`src/rtl/cpu_run_monitor.sv`:
```
// Purpose: on-chip run monitor for the single-cycle CPU; counts cycles/retires, detects end sentinel or timeout, checks store checkpoints.
// Latency: status registered; done/timeout rise one clock after the deciding cycle, pass is a decode of registered state.
// Backpressure: none; passive tap of the datapath, never stalls the CPU.
module cpu_run_monitor #(
  parameter int                    MAX_CYCLES   = 20,
  parameter logic [31:0]           END_SENTINEL = 32'h0000_006F,
  parameter int                    NUM_CHK      = 2,
  parameter logic [NUM_CHK*32-1:0] CHK_ADDR     = {NUM_CHK{32'h0000_0020}},
  parameter logic [NUM_CHK*32-1:0] CHK_DATA     = {NUM_CHK{32'h000C_08EB}},
  parameter int                    CNT_W        = 32
) (
  input  logic               clk,
  input  logic               reset,
  input  logic               start,
  input  logic               clear,
  input  logic               instr_valid,
  input  logic [31:0]        pc,
  input  logic [31:0]        instr,
  input  logic               mem_write,
  input  logic [31:0]        dmem_addr,
  input  logic [31:0]        wdata,
  output logic               busy,
  output logic               done,
  output logic               timeout,
  output logic               pass,
  output logic [NUM_CHK-1:0] chk_pass,
  output logic               misalign,
  output logic [7:0]         misalign_cnt,
  output logic [31:0]        misalign_addr,
  output logic [31:0]        end_pc,
  output logic [CNT_W-1:0]   cycle_count,
  output logic [CNT_W-1:0]   instr_count
);

  typedef enum logic [1:0] {
    S_IDLE    = 2'd0,
    S_RUN     = 2'd1,
    S_DONE    = 2'd2,
    S_TIMEOUT = 2'd3
  } state_t;

  // Last RUN cycle index before the run is declared hung.
  localparam logic [CNT_W-1:0] LAST_CYC  = CNT_W'(MAX_CYCLES - 1);
  localparam logic [CNT_W-1:0] FINAL_CYC = CNT_W'(MAX_CYCLES);

  state_t state;
  logic   sentinel;
  logic   store_en;

  assign sentinel = instr_valid && (instr == END_SENTINEL);
  assign store_en = (state == S_RUN) && mem_write;

  // Run FSM with registered status flags, counters and sentinel PC capture.
  always_ff @(posedge clk or negedge reset) begin
    if (!reset) begin
      state       <= S_IDLE;
      busy        <= 1'b0;
      done        <= 1'b0;
      timeout     <= 1'b0;
      end_pc      <= '0;
      cycle_count <= '0;
      instr_count <= '0;
    end else if (clear) begin
      state       <= S_IDLE;
      busy        <= 1'b0;
      done        <= 1'b0;
      timeout     <= 1'b0;
      end_pc      <= '0;
      cycle_count <= '0;
      instr_count <= '0;
    end else begin
      case (state)
        S_IDLE: begin
          // A sentinel coinciding with start is not part of the run.
          if (start) begin
            state <= S_RUN;
            busy  <= 1'b1;
          end
        end
        S_RUN: begin
          cycle_count <= cycle_count + CNT_W'(1);
          if (instr_valid) instr_count <= instr_count + CNT_W'(1);
          // Sentinel takes priority over a timeout landing on the same cycle.
          if (sentinel) begin
            state  <= S_DONE;
            busy   <= 1'b0;
            done   <= 1'b1;
            end_pc <= pc;
          end else if (cycle_count == LAST_CYC) begin
            state       <= S_TIMEOUT;
            busy        <= 1'b0;
            timeout     <= 1'b1;
            cycle_count <= FINAL_CYC;
          end
        end
        default: begin
          // DONE and TIMEOUT hold until clear or reset.
          state <= state;
        end
      endcase
    end
  end

  // Store observation: sticky misalignment tracking and last-write-wins checkpoints.
  always_ff @(posedge clk or negedge reset) begin
    if (!reset) begin
      misalign      <= 1'b0;
      misalign_cnt  <= 8'd0;
      misalign_addr <= 32'd0;
      chk_pass      <= '0;
    end else if (clear) begin
      misalign      <= 1'b0;
      misalign_cnt  <= 8'd0;
      misalign_addr <= 32'd0;
      chk_pass      <= '0;
    end else if (store_en) begin
      if (dmem_addr[1:0] != 2'b00) begin
        misalign <= 1'b1;
        if (misalign_cnt != 8'hFF) misalign_cnt <= misalign_cnt + 8'd1;
        if (!misalign) misalign_addr <= dmem_addr;
      end else begin
        for (int i = 0; i < NUM_CHK; i++) begin
          if (dmem_addr[31:2] == CHK_ADDR[32*i+2 +: 30]) begin
            chk_pass[i] <= (wdata == CHK_DATA[32*i +: 32]);
          end
        end
      end
    end
  end

  // Overall verdict only meaningful once the sentinel has been reached.
  assign pass = done & (&chk_pass) & ~misalign;

endmodule

```
`config.mk`:
```
export PLATFORM = sky130hd
export DESIGN_NAME = cpu_run_monitor
export DESIGN_NICKNAME = d
export VERILOG_FILES = /design/src/rtl/cpu_run_monitor.sv
export SDC_FILE = /design/constraint.sdc
export NUM_CORES = 1
export LEC_CHECK = 0
export ABC_AREA = 1
export CAP_MARGIN = 5
export CORE_MARGIN = 5
export CORE_UTILIZATION = 42
export DETAILED_ROUTE_END_ITERATION = 16
export GPL_TIMING_DRIVEN = 0
export PLACE_DENSITY = 0.9
export SLEW_MARGIN = 20
export SYNTH_ARGS = -nofsm -noshare
export SYNTH_HDL_FRONTEND = slang
export SYNTH_SLANG_ARGS = --single-unit
```
`constraint.sdc`:
```
create_clock -name clk -period 1.55 [get_ports clk]
set_clock_uncertainty 0.15 [all_clocks]
set_input_delay 0.155 -clock clk [delete_from_list [all_inputs] [get_ports clk]]
set_output_delay 0.155 -clock clk [all_outputs]
set_load 0.02 [all_outputs]
```
# == Yosys cells after proc, flatten, opt, wreduce, memory -nomap -nowiden ==
# Index checks and enable logic that the tools add are counted.
# totals
wordCells,92
output_inout_bits,143
register_bits,144
input_bits,134
# op_classes
addsub,3
n_mux,42
bitwise_logic,3
n_eq_ne,11
n_reduce_logical,22
# op_table
operator,n
$mux W32,14
$add A32 B1 Y32 const B,2
$eq A32 B20 Y1 const B,1
$eq A32 B5 Y1 const B,1
$eq A32 B7 Y1 const B,1
$mux W8,4
$eq A30 B4 Y1 const B,1
$reduce_bool A2 Y1,9
$mux W1,15
$reduce_and A3 Y1,5
$mux W2,7
$add A8 B1 Y8 const B,1
$ne A8 B8 Y1 const B,1
$reduce_and A2 Y1,4
$ne A2 B2 Y1 const B,3
$ne A4 B3 Y1 const B,1
$pmux W2 S2,1
$ne A3 B3 Y1 const B,1
$reduce_bool A3 Y1,1
$and A1 B1 Y1,2
$eq A2 B1 Y1 const B,1
$logic_and A1 B1 Y1,2
$logic_not A2 Y1,1
$pmux W1 S2,1
$not A1 Y1,1

# == Longest topological paths before layout ==
# logic_depth
depth_word,5
depth_mapped,11
ltp_nobuf,11

# == Worst setup path before layout ==
# Ideal clock, no wire load.
# synth_timing
kind,register -> register
from,register cycle_count[1]
to,register cycle_count[26]
synth_period_minus_slack_ps,1765
t_arrival_ps,1496
setup_slack_ps,-215
t_required_ps,1282
setup_ps,118
path_stages_with_launch,9
n_path_buf,0
path_cell_list,dfrtp_1 > ha_1 > nand3_2 > nor2_2 > nand2_2 > nor2_1 > nand3_1 > nand4_1 > nand2_1
# synth_via
elab_chain_cells,5
elab_cells_between_ends,6
cone_classes,1 x add/sub; 1 x eq/ne; 4 x mux
# synth_lines
item,line_no,source
start: declaration,31,"output logic [CNT_W-1:0] cycle_count,"
start signal: assignment,81,cycle_count <= cycle_count + CNT_W'(1);
$add A32 B1 Y32 / $eq A32 B5 Y1 (equally long branches),"81, 89",
$mux W32,89,end else if (cycle_count == LAST_CYC) begin
$mux W32 (*),84,if (sentinel) begin
$mux W32 (*),72,case (state)
$mux W32 (*),63,end else if (clear) begin
# Mark *: on every way between the ends. The rest lies on a longest branch, timed or not. The select of a mux whose other input is x is not followed.
# A chain may end at the register's enable or synchronous reset.

# == Final worst setup path ==
# layout_timing
from,register state[1]
to,register misalign_addr[3]
# layout_via
elab_chain_cells,4
# layout_lines
item,line_no,source
start: declaration,46,state_t state;
start signal: assignment,98,state <= state;
$eq A2 B1 Y1,51,assign store_en = (state == S_RUN) && mem_write;
$logic_and A1 B1 Y1,51,
$reduce_bool A2 Y1 (no source line),-,
$reduce_and A3 Y1 (no source line),-,
end signal: assignment,120,if (!misalign) misalign_addr <= dmem_addr;
end: declaration,29,"output logic [31:0] misalign_addr,"
# No other way between the ends.

==> impl_metrics.json <==
{
  "num_vias": 10070,
  "antenna_cells": 0,
  "crit_path_max_fanout": 8,
  "cts_root_buf": "clkbuf_16",
  "peakVddDrop_v": 0.0009690,
  "grt_pass1_vias": 9713,
  "cp-end-kind": "flip-flop",
  "htreeDepth": 4,
  "route.detailed.drc": 0,
  "synth_largest_area_cell": "dfrtp_1",
  "place_congestion": 0.9349,
  "portBuffers": 275,
  "yosysUniqueCellTypes": 39,
  "synth_seq_cells": 143,
  "io_pins": 277,
  "finalMaxSlewViolations": 0,
  "r2r_end": "misalign_addr[3]$_DFFE_PN0P_",
  "async_flop_share": 1.000,
  "synth_ff_type": "dfrtp_1",
  "grt_remaining_overflow": 0,
  "p_switching_w": 0.004149,
  "grtUsageMet2": 0.5006,
  "cts_tree": "done",
  "slowest_stage": "dfrtp_1",
  "start_kind": "flip-flop",
  "grt_util_all_layers": 0.2819,
  "fin_ws_ns": -0.2861,
  "antenna_found_initial": 0,
  "final_hold_viol_count": 0,
  "core_area_mm2": 0.01883,
  "p_int_w": 0.008415,
  "setup_violations": 141,
  "grt_use_met1": 0.3184,
  "core.rowCount": 50,
  "hold_path_class": "in2async",
  "synth_edf_count": 0,
  "cp_common_cell": "inv_2",
  "cp.arrival_ns": 2.01,
  "hpwl_um": 21930,
  "synth_fp_nets": 1273,
  "cp_slowest_stage_delay_ns": 0.42,
  "avgSynthCellArea_um2": 7.138,
  "cts_buffer_depth": 2,
  "grt_pass1_wl_um": 49900,
  "dieArea_mm2": 0.02219,
  "clock.fmax_mhz": 544.6,
  "drtAntennaViolNets": 0,
  "insertion_delay_ns": 0.44,
  "worst_r2r_path_depth": 10,
  "yosysMostFrequentCell": "nand2_1",
  "drive_gt1_frac": 0.3222,
  "ys_top_cells_by_count": "327 x nand2_1, 146 x nor2_1, 143 x dfrtp_1",
  "hold_slack_ns": 0.08831,
  "status": "complete, but fails checks",
  "period_share": 1.185,
  "syn_to_final_growth_pct": 73.25,
  "required_ns": 1.72,
  "crit_chain": "inv_2 -> nand2_4 -> nor2_4 -> inv_2 -> o21ai_4 -> inv_4 -> buf_6 -> clkbuf_8 -> o21ai_2 -> nand2_1",
  "regToRegSetupSlack_ns": -0.29,
  "busiest_layer": "met2",
  "drt-initial-drc-count": 834,
  "syn-instance-count": 1136,
  "switching_share": 0.3302,
  "met3_usage": 0.06898,
  "first_pass_iters": 7,
  "clk_pin_slew_ns": 0.07,
  "grt_setup_unrepaired": "true",
  "clkPwrFrac": 0.365,
  "ys_warn_count": 0,
  "critical_path_class": "reg2reg",
  "start_util": 0.4306,
  "violations": "setup timing",
  "maxCapViolCount": 0,
  "grt_max_degree": 92,
  "ys_seq_area_frac": 0.4413,
  "slew_headroom": 0.4614,
  "synth_top_area_frac": 0.4413,
  "syn_area_mm2": 0.008109,
  "p_total_w": 0.01256,
  "power_leakage_nw": 6.846,
  "nets": 1685,
  "synthTopCellsByArea": "dfrtp_1 44%, nand2_1 15%, nor2_1 6.8%, inv_1 6.0%, nand3_1 5.9%",
  "p_per_area_mw_per_mm2": 894.3,
  "dp_slack_ns": -0.6510,
  "avgViaCountPerCell": 5.530,
  "drt-total-wl_um": 35090,
  "final_util": 0.7460,
  "r2r-start": "state[1]$_DFFE_PN0P_",
  "comb_power_share": 0.298,
  "cts.sinks": 143,
  "worst_pin_slew_ns": 0.8079,
  "cts_buffers": 17,
  "routedWlPerCell_um": 19.27,
  "die_width_um": 149.0,
  "die_h_um": 149.0,
  "timing.final.crit_period_ns": 1.836,
  "p_seq_frac": 0.337
}
[worst max-delay path, delay by kind of cell (launching register included)]
kind            cells  cell delay (ns)
compound gates      2             0.35
buf+inv             5             0.56
flops               1             0.42
simple gates        3             0.24
[sequential cells by signal, indices dropped and copies added, names as in the netlist]
name           count
busy               1
chk_pass           1
cycle_count       32
done               1
end_pc            32
instr_count       32
misalign           1
misalign_addr     32
misalign_cnt       8
state              2
timeout            1
[cell usage in the layout, fill, tap and decap left out, types with 6 or more instances in the layout]
cell,n
o22ai_1,6
nand4_1,38
nor2_2,28
o21ai_1,42
nor3_4,9
buf_2,11
o21ai_0,28
buf_4,79
nand2_4,18
nand3_2,28
dlygate4sd2_1,97
nand2_2,38
dfrtp_2,51
o21ai_2,20
nor2_4,33
nor3_2,13
clkdlybuf4s15_1,20
clkdlybuf4s50_1,131
a21oi_1,7
dfrtp_1,92
nand3_1,69
clkdlybuf4s15_2,7
buf_8,8
inv_1,113
buf_6,44
nand2_1,278
clkbuf_2,16
nor3_1,15
clkbuf_16,18
inv_2,16
nor2_1,101
a21oi_2,6
[cell families (layout without fill, tap and decap cells)]
kind of cell / after synthesis / count (layout) / share of synthesized area
and+or+nand+nor: 690 / 690 / 0.3811
adders and majority gates: 3 / 3 / 0.004629
AOI/OAI and AO/OA: 121 / 121 / 0.07808
xor gates and xnor gates: 7 / 7 / 0.007561
buffers and inverters: 172 / 597 / 0.08733
DFF: 143 / 143 / 0.4413
[routing by layer]
layer	part of all wire	vias to the layer above
li1	-	4498
met1	0.35	4784
met2	0.51	626
met3	0.089	162
met4	0.057	0
met5	0	-
[through the flow]
step	instances	area, um^2	setup TNS (ns)
after floorplan	1136	8235	-0.6171
after global placement	1671	11310	-867.56
after detailed placement	1672	11350	-44.01
after CTS	1766	13060	-8.782
after global routing	1821	14050	-29.83
final	1821	14050	-21.33
[how the worst max path moves through the flow]
stage                                      startpoint  slack (ns)                           end  cells past startpoint
after detailed placement                     instr[0]       -0.65        end_pc[15]$_DFFE_PN0P_                     10
after floorplan            instr_count[1]$_DFFE_PN0P_        -0.1   instr_count[30]$_DFFE_PN0P_                     10
after CTS                  instr_count[0]$_DFFE_PN0P_       -0.20   instr_count[14]$_DFFE_PN0P_                     12
final                            state[1]$_DFFE_PN0P_       -0.29  misalign_addr[3]$_DFFE_PN0P_                     10
after global placement                          reset       -6.23   misalign_cnt[1]$_DFFE_PN0P_                      1
after global routing      instr_count[12]$_DFFE_PN0P_       -0.33   instr_count[30]$_DFFE_PN0P_                      7
[power by group through the flow]
stage / clock network (W) / registers, W / logic (W)
2_1_floorplan: 0 / 0.00452 / 0.000974
3_3_place_gp: 0 / 0.00428 / 0.00250
3_5_place_dp: 0 / 0.00429 / 0.00257
4_1_cts: 0.00457 / 0.00420 / 0.00325
5_1_grt: 0.00475 / 0.00426 / 0.00394
6_report: 0.00459 / 0.00423 / 0.00374
[layout make-up]
type,count,area [um^2]
plain buffers,30,264.0
clock buffers,18,439.2
inverters,139,576.8
flip-flops and latches,143,3642
multi-input cells,821,4875
repair inverters,2,23.77
clock inverters,14,205.2
repair buffers,394,3697
fillers,1237,4782
well taps,260,325.3
[timing repair]
action,in CTS,in global routing
buffers inserted,57,60
endpoints found under the hold margin,143,0
pin swaps,49,83
setup endpoints to repair,279,168
hold buffers,1,0
resized for setup,431,215
gates cloned,5,1
(Power assumes the default switching activity.)
